`src/rtl/decoder_n_pkg.sv`:
```
// Shared types and limits for the decoder_n block.
package decoder_n_pkg;

  typedef enum logic {
    IDLE = 1'b0,
    SCAN = 1'b1
  } decoder_n_state_t;

  localparam int DECODER_N_MAX_SEL_W = 8;

endpackage

```
`src/rtl/decoder_n_onehot.sv`:
```
// Combinational SEL_W-to-2^SEL_W one-hot decoder.
module decoder_n_onehot #(
  parameter int  SEL_W = 3,
  localparam int OUT_W = 2 ** SEL_W
) (
  input  logic [SEL_W-1:0] code_i,
  output logic [OUT_W-1:0] onehot_o
);

  localparam logic [OUT_W-1:0] ONE = OUT_W'(1);

  // Single set bit at the position named by code_i.
  always_comb begin
    onehot_o = ONE << code_i;
  end

endmodule

```
`src/rtl/decoder_n.sv`:
```
// Registered one-hot decoder with valid/ready input and optional scan walk.
// Build option: DECODER_N_SCAN_EN adds the SCAN state (walk d[0]..d[sel],
// each code held HOLD cycles, done pulse at the end). Without it every
// accept is a direct decode, sel_ready is tied high and done tied low.
//
// state | meaning
// IDLE  | ready for a request; d holds the last decoded code (or 0)
// SCAN  | walking step 0..target, each code held HOLD cycles
module decoder_n
  import decoder_n_pkg::*;
#(
  parameter int  SEL_W = 3,
  parameter int  HOLD  = 1,
  localparam int OUT_W = 2 ** SEL_W
) (
  input  logic             clk,
  input  logic             rst,
  input  logic             sel_valid,
  output logic             sel_ready,
  input  logic [SEL_W-1:0] sel,
  input  logic             mode,
  output logic [OUT_W-1:0] d,
  output logic             d_valid,
  output logic             done
);

  if (SEL_W < 1 || SEL_W > DECODER_N_MAX_SEL_W) begin : g_bad_sel_w
    $error("decoder_n: SEL_W out of range 1..%0d", DECODER_N_MAX_SEL_W);
  end

  logic [SEL_W-1:0] code_sel;
  logic [OUT_W-1:0] code_onehot;
  logic [OUT_W-1:0] d_q, d_d;
  logic             d_valid_q, d_valid_d;

  decoder_n_onehot #(.SEL_W(SEL_W)) u_onehot (
    .code_i   (code_sel),
    .onehot_o (code_onehot)
  );

`ifdef DECODER_N_SCAN_EN

  if (HOLD < 1) begin : g_bad_hold
    $error("decoder_n: HOLD must be at least 1");
  end

  localparam int HCNT_W = (HOLD > 1) ? $clog2(HOLD) : 1;
  localparam logic [HCNT_W-1:0] HOLD_LAST = HCNT_W'(HOLD - 1);

  decoder_n_state_t  state_q, state_d;
  logic [SEL_W-1:0]  step_q, step_d;
  logic [SEL_W-1:0]  target_q, target_d;
  logic [HCNT_W-1:0] hold_q, hold_d;
  logic              done_q, done_d;

  // Decoder source: first walk code on a scan accept, next walk code while
  // scanning, otherwise the requested code.
  always_comb begin
    code_sel = sel;
    if (state_q == SCAN) begin
      code_sel = step_q + 1'b1;
    end else if (mode) begin
      code_sel = '0;
    end
  end

  // Next-state and output-register logic.
  always_comb begin
    state_d   = state_q;
    d_d       = d_q;
    d_valid_d = 1'b0;
    done_d    = 1'b0;
    step_d    = step_q;
    target_d  = target_q;
    hold_d    = hold_q;
    case (state_q)
      IDLE: begin
        if (sel_valid) begin
          d_d       = code_onehot;
          d_valid_d = 1'b1;
          if (mode) begin
            state_d  = SCAN;
            target_d = sel;
            step_d   = '0;
            hold_d   = '0;
          end
        end
      end
      SCAN: begin
        if (hold_q == HOLD_LAST) begin
          hold_d = '0;
          if (step_q == target_q) begin
            state_d = IDLE;
            d_d     = '0;
            done_d  = 1'b1;
          end else begin
            step_d    = step_q + 1'b1;
            d_d       = code_onehot;
            d_valid_d = 1'b1;
          end
        end else begin
          hold_d = hold_q + 1'b1;
        end
      end
      default: state_d = IDLE;
    endcase
  end

  // State and output registers with synchronous reset.
  always_ff @(posedge clk) begin
    if (rst) begin
      state_q   <= IDLE;
      d_q       <= '0;
      d_valid_q <= 1'b0;
      done_q    <= 1'b0;
      step_q    <= '0;
      target_q  <= '0;
      hold_q    <= '0;
    end else begin
      state_q   <= state_d;
      d_q       <= d_d;
      d_valid_q <= d_valid_d;
      done_q    <= done_d;
      step_q    <= step_d;
      target_q  <= target_d;
      hold_q    <= hold_d;
    end
  end

  assign sel_ready = (state_q == IDLE);
  assign done      = done_q;

`else

  logic unused_cfg;
  assign unused_cfg = mode ^ (HOLD > 0);

  // Direct decode only.
  always_comb begin
    code_sel = sel;
  end

  // Every request is accepted and decoded on the next edge.
  always_comb begin
    d_d       = d_q;
    d_valid_d = 1'b0;
    if (sel_valid) begin
      d_d       = code_onehot;
      d_valid_d = 1'b1;
    end
  end

  // Output registers with synchronous reset.
  always_ff @(posedge clk) begin
    if (rst) begin
      d_q       <= '0;
      d_valid_q <= 1'b0;
    end else begin
      d_q       <= d_d;
      d_valid_q <= d_valid_d;
    end
  end

  assign sel_ready = 1'b1;
  assign done      = 1'b0;

`endif

  assign d       = d_q;
  assign d_valid = d_valid_q;

endmodule

```
`config.mk`:
```
export PLATFORM = sky130hd
export DESIGN_NAME = decoder_n
export DESIGN_NICKNAME = d
export VERILOG_FILES = /design/src/rtl/decoder_n_pkg.sv /design/src/rtl/decoder_n_onehot.sv /design/src/rtl/decoder_n.sv
export SDC_FILE = /design/constraint.sdc
export NUM_CORES = 1
export LEC_CHECK = 0
export CORE_AREA = 2 2 39 41
export DETAILED_ROUTE_END_ITERATION = 12
export DIE_AREA = 0 0 41 43
export MAX_ROUTING_LAYER = met4
export SYNTH_ARGS = -nofsm -noshare
export SYNTH_HDL_FRONTEND = slang
export SYNTH_SLANG_ARGS = --single-unit
```
`constraint.sdc`:
```
create_clock -name clk -period 0.9 [get_ports clk]
set_input_delay 0.18 -clock clk [delete_from_list [all_inputs] [get_ports clk]]
set_output_delay 0.18 -clock clk [all_outputs]
set_load 0.02 [all_outputs]
```
# After elaboration in Yosys (flattened, before gate mapping)
# Cells that the tools add are included.
# word_totals
ff_bits	9
input_bits	7
output_inout_bits	11
word_cells	4
# classes
shift	1
n_mux	1
# ops
cell	n
left shift 1 x 3 -> 8 bit (first input constant)	1
two-way mux 1 bit	1

# Depth between registers and ports, before layout
# depth
ltp_word	1
ltp_mapped	3
ltp_nobuf	2

# By module
# A second synthesis with hierarchy kept.
# unflattened
cells_unflattened	40
area_unflattened_um2	400.4
# by_module_without_submodules
mod	instances	cells_each	area_per_inst_um2	seq_area_each_um2
decoder_n	1	32	335.3	180.2
decoder_n_onehot	1	8	65.1	0.0

# Worst setup path before layout
# Ideal clock, no wire load.
# synth_timing
path_type	input -> register
start	input port sel[1]
end	register d_q[0], in the netlist d[0]
setup_ps	70
arrival_time_ps	793
slack_ps	37
path_stages	2
cell_sequence	or4b_1 > a21oi_1
# synth_between
elab_chain_cells	1
# synth_rtl
item	line	source
from (decl)	decoder_n.sv:20	input logic [SEL_W-1:0] sel,
left shift 1 x 3 -> 8 bit	decoder_n_onehot.sv:14	onehot_o = ONE << code_i;
to (signal assigned)	decoder_n.sv:156	d_q <= '0;
to (signal assigned)	decoder_n.sv:159	d_q <= d_d;
to (decl)	decoder_n.sv:33	logic [OUT_W-1:0] d_q, d_d;
# No other way between the ends.
# A chain may end at the register's enable or synchronous reset.

# Worst setup path after layout
# layout_timing
start	register d_q[7], in the netlist d[7]
end	output port d[7]
# layout_lines
item	line	source
to (decl)	decoder_n.sv:22	output logic [OUT_W-1:0] d,
# No word-level cell between the ends.

==> metrics.txt <==
pin count of the biggest net entering global routing=17; post-route clock period utilization=slightly below 100%; worst-path cell chain=buf_6; Worst Path Buf+Inv=1; CTS tree=yes; Setup Viol. Count Final=0; Synth warnings=0; Worst Setup Path Type=reg2out; Yosys cell types=11; Hold WC Path Type=in2reg; ANT cells=0; first-pass detailed-route iteration total=4; Synth area leader=dfxtp_1; leakage=0.000247 uW; final hold viol count=0; most frequent cells in the layout=9 x dfxtp_2, 9 x buf_6, 8 x nand2b_1, 8 x a21oi_1, 7 x buf_4; Ports=18; Via density=~4.4; VDD IR max=roughly 0.4 mV; # rows=14; area grow syn2layout=61.1%; R2R setup slack=around 220 ps; DP HPWL=between 500 and 600 um; Longest Clk Path Bufs=2; synthesized area=383 um2; synthesized flop and latch total=9; Total Wirelength=~800 um; final core occ=44.6%; Pwr Density=approximately 1400 nW/um2; mean instance size in the synthesized netlist=approximately 9.6 um2; Placer Congestion=between 0.6 and 0.7; Crit Path Max Fanout=2; Hold Crit Depth=3; GR Util All Layers=around a tenth; proportion of layout cells with a drive suffix above 1=a little under half; critical path's largest stage delay=340 ps; Min-Delay Endpoint=d[0]$_SDFFE_PP0P_; reg2reg path depth=3; CP top delay family=flip-flops; Nets=69; synth top area cells=dfxtp_1 47%, nand2b_1 13%, a21oi_1 10%, nand4bb_1 8.8%, nand4b_1 6.9%; Hold Slack=324 ps; Clock Latency Late Sink=between 200 and 300 ps; Chip Width=between 40 and 50 um; H-Tree Depth=1; area fraction of the dominant cell type after synthesis=47.1%; Post-Syn Nets=47; Core ar.=~1400 um2; Post-Syn Instances=40; Initial Util=roughly 28%; required time worst endpoint=approximately 720 ps; clock sink total=9; total CTS buffers=3; Avg WL per Cell=around 11 um; Worst-path clk slew=around 60 ps; Worst Clk Skew=0 ps; CP max-delay cell=dfxtp_2; Filler cells=between 100 and 150; die footprint=1760 um2; Starting DRT DRC Count=2; Vias=340; f_max=approximately 1.1 GHz; # DRC=0; Arr. time, crit path=about 700 ps; r2r endpoint=d[6]$_SDFFE_PP0P_; Final Slew Violations=0; antenna viol nets, final=0; fin crit period=about 880 ps; I/O Buffers=14; register area share after synthesis=between 40 and 50%; RSZ-0062 raised after global routing=true; die height=between 40 and 50 um; root buf cell=clkbuf_4; vias in the first global route=between 200 and 300; outcome=finished, final reports clean; Critical Path End Type=output port; initial antenna violation count=0; hold buffers post-CTS=0; number of max-cap violations=0; global-route wire length before repair=1130 um; grt ovf=0; nature of the critical path startpoint=flop; TNS Setup=0 ps; reg2reg start=d[6]$_SDFFE_PP0P_; hold_sp=sel[0]
## what timing repair did
| item | in CTS | in global routing |
|---|---|---|
| resized for setup | 65 | 2 |
| pin swaps | 2 | 1 |
| setup buffers | 0 | 1 |
| endpoints found under the setup margin | 12 | 6 |
## layout make-up
class / count / area [um2] / share of cell area [%]
well taps: 16 / 20.0 / 3.25
multi-input cells: 27 / 180 / 29.2
flip-flops and latches: 9 / 191 / 31.0
repair buffers: 21 / 199 / 32.3
clock buffers: 4 / 26.3 / 4.26
## synthesized netlist by cell type, drive strengths merged
cell     count
nor2b        1
conb         2
buf          2
a21oi        8
clkbuf       2
nand4bb      3
dfxtp        9
nand4b       3
nand4        1
nand2b       8
or4b         1
## state kept, by name, indices dropped and copies added (netlist names)
| register | count |
|---|---|
| d | 8 |
| d_valid | 1 |
## cell families after synthesis
| kind of cell | synth area share (%) |
|---|---|
| and+or+nand+nor | 34.6 |
| AOI/OAI and AO/OA | 10.5 |
| DFF | 47.1 |
| buffers and inverters | 5.88 |
| other | 1.96 |
## power breakdown
| part | internal [uW] | total, uW | switching [uW] |
|---|---|---|---|
| clock | 171 | 306 | 136 |
| combinational | 68.5 | 130 | 61.0 |
| sequential | 411 | 418 | 6.79 |
## layer usage
layer	share of wire [%]	up-vias	GRT usage [%]
li1	-	181	-
met3	7.1	2	1.57
met2	41	10	11.6
met5	0	-	-
met4	1.1	0	6.00
met1	51	147	13.8
## worst max-delay path by stage
stage                         to  cells past startpoint              start
6_report                    d[7]                      1  d[7]$_SDFFE_PP0P_
3_5_place_dp   d[0]$_SDFFE_PP0P_                      3             sel[1]
2_1_floorplan  d[0]$_SDFFE_PP0P_                      2             sel[1]
3_3_place_gp   d[0]$_SDFFE_PP0P_                      3             sel[1]
5_1_grt                     d[5]                      1  d[5]$_SDFFE_PP0P_
4_1_cts                     d[0]                      1  d[0]$_SDFFE_PP0P_
## stage by stage
stage / power (uW) / area, um2 / setup WS [ps] / instances
final: 854 / 617 / 16.9 / 77
after global placement: 556 / 566 / -401 / 72
after CTS: 871 / 604 / 3.47 / 76
after floorplan: 484 / 383 / 36.5 / 40
after global routing: 897 / 617 / -12.2 / 77
after detailed placement: 555 / 566 / -414 / 72
Power figures use the tool's default switching activity.
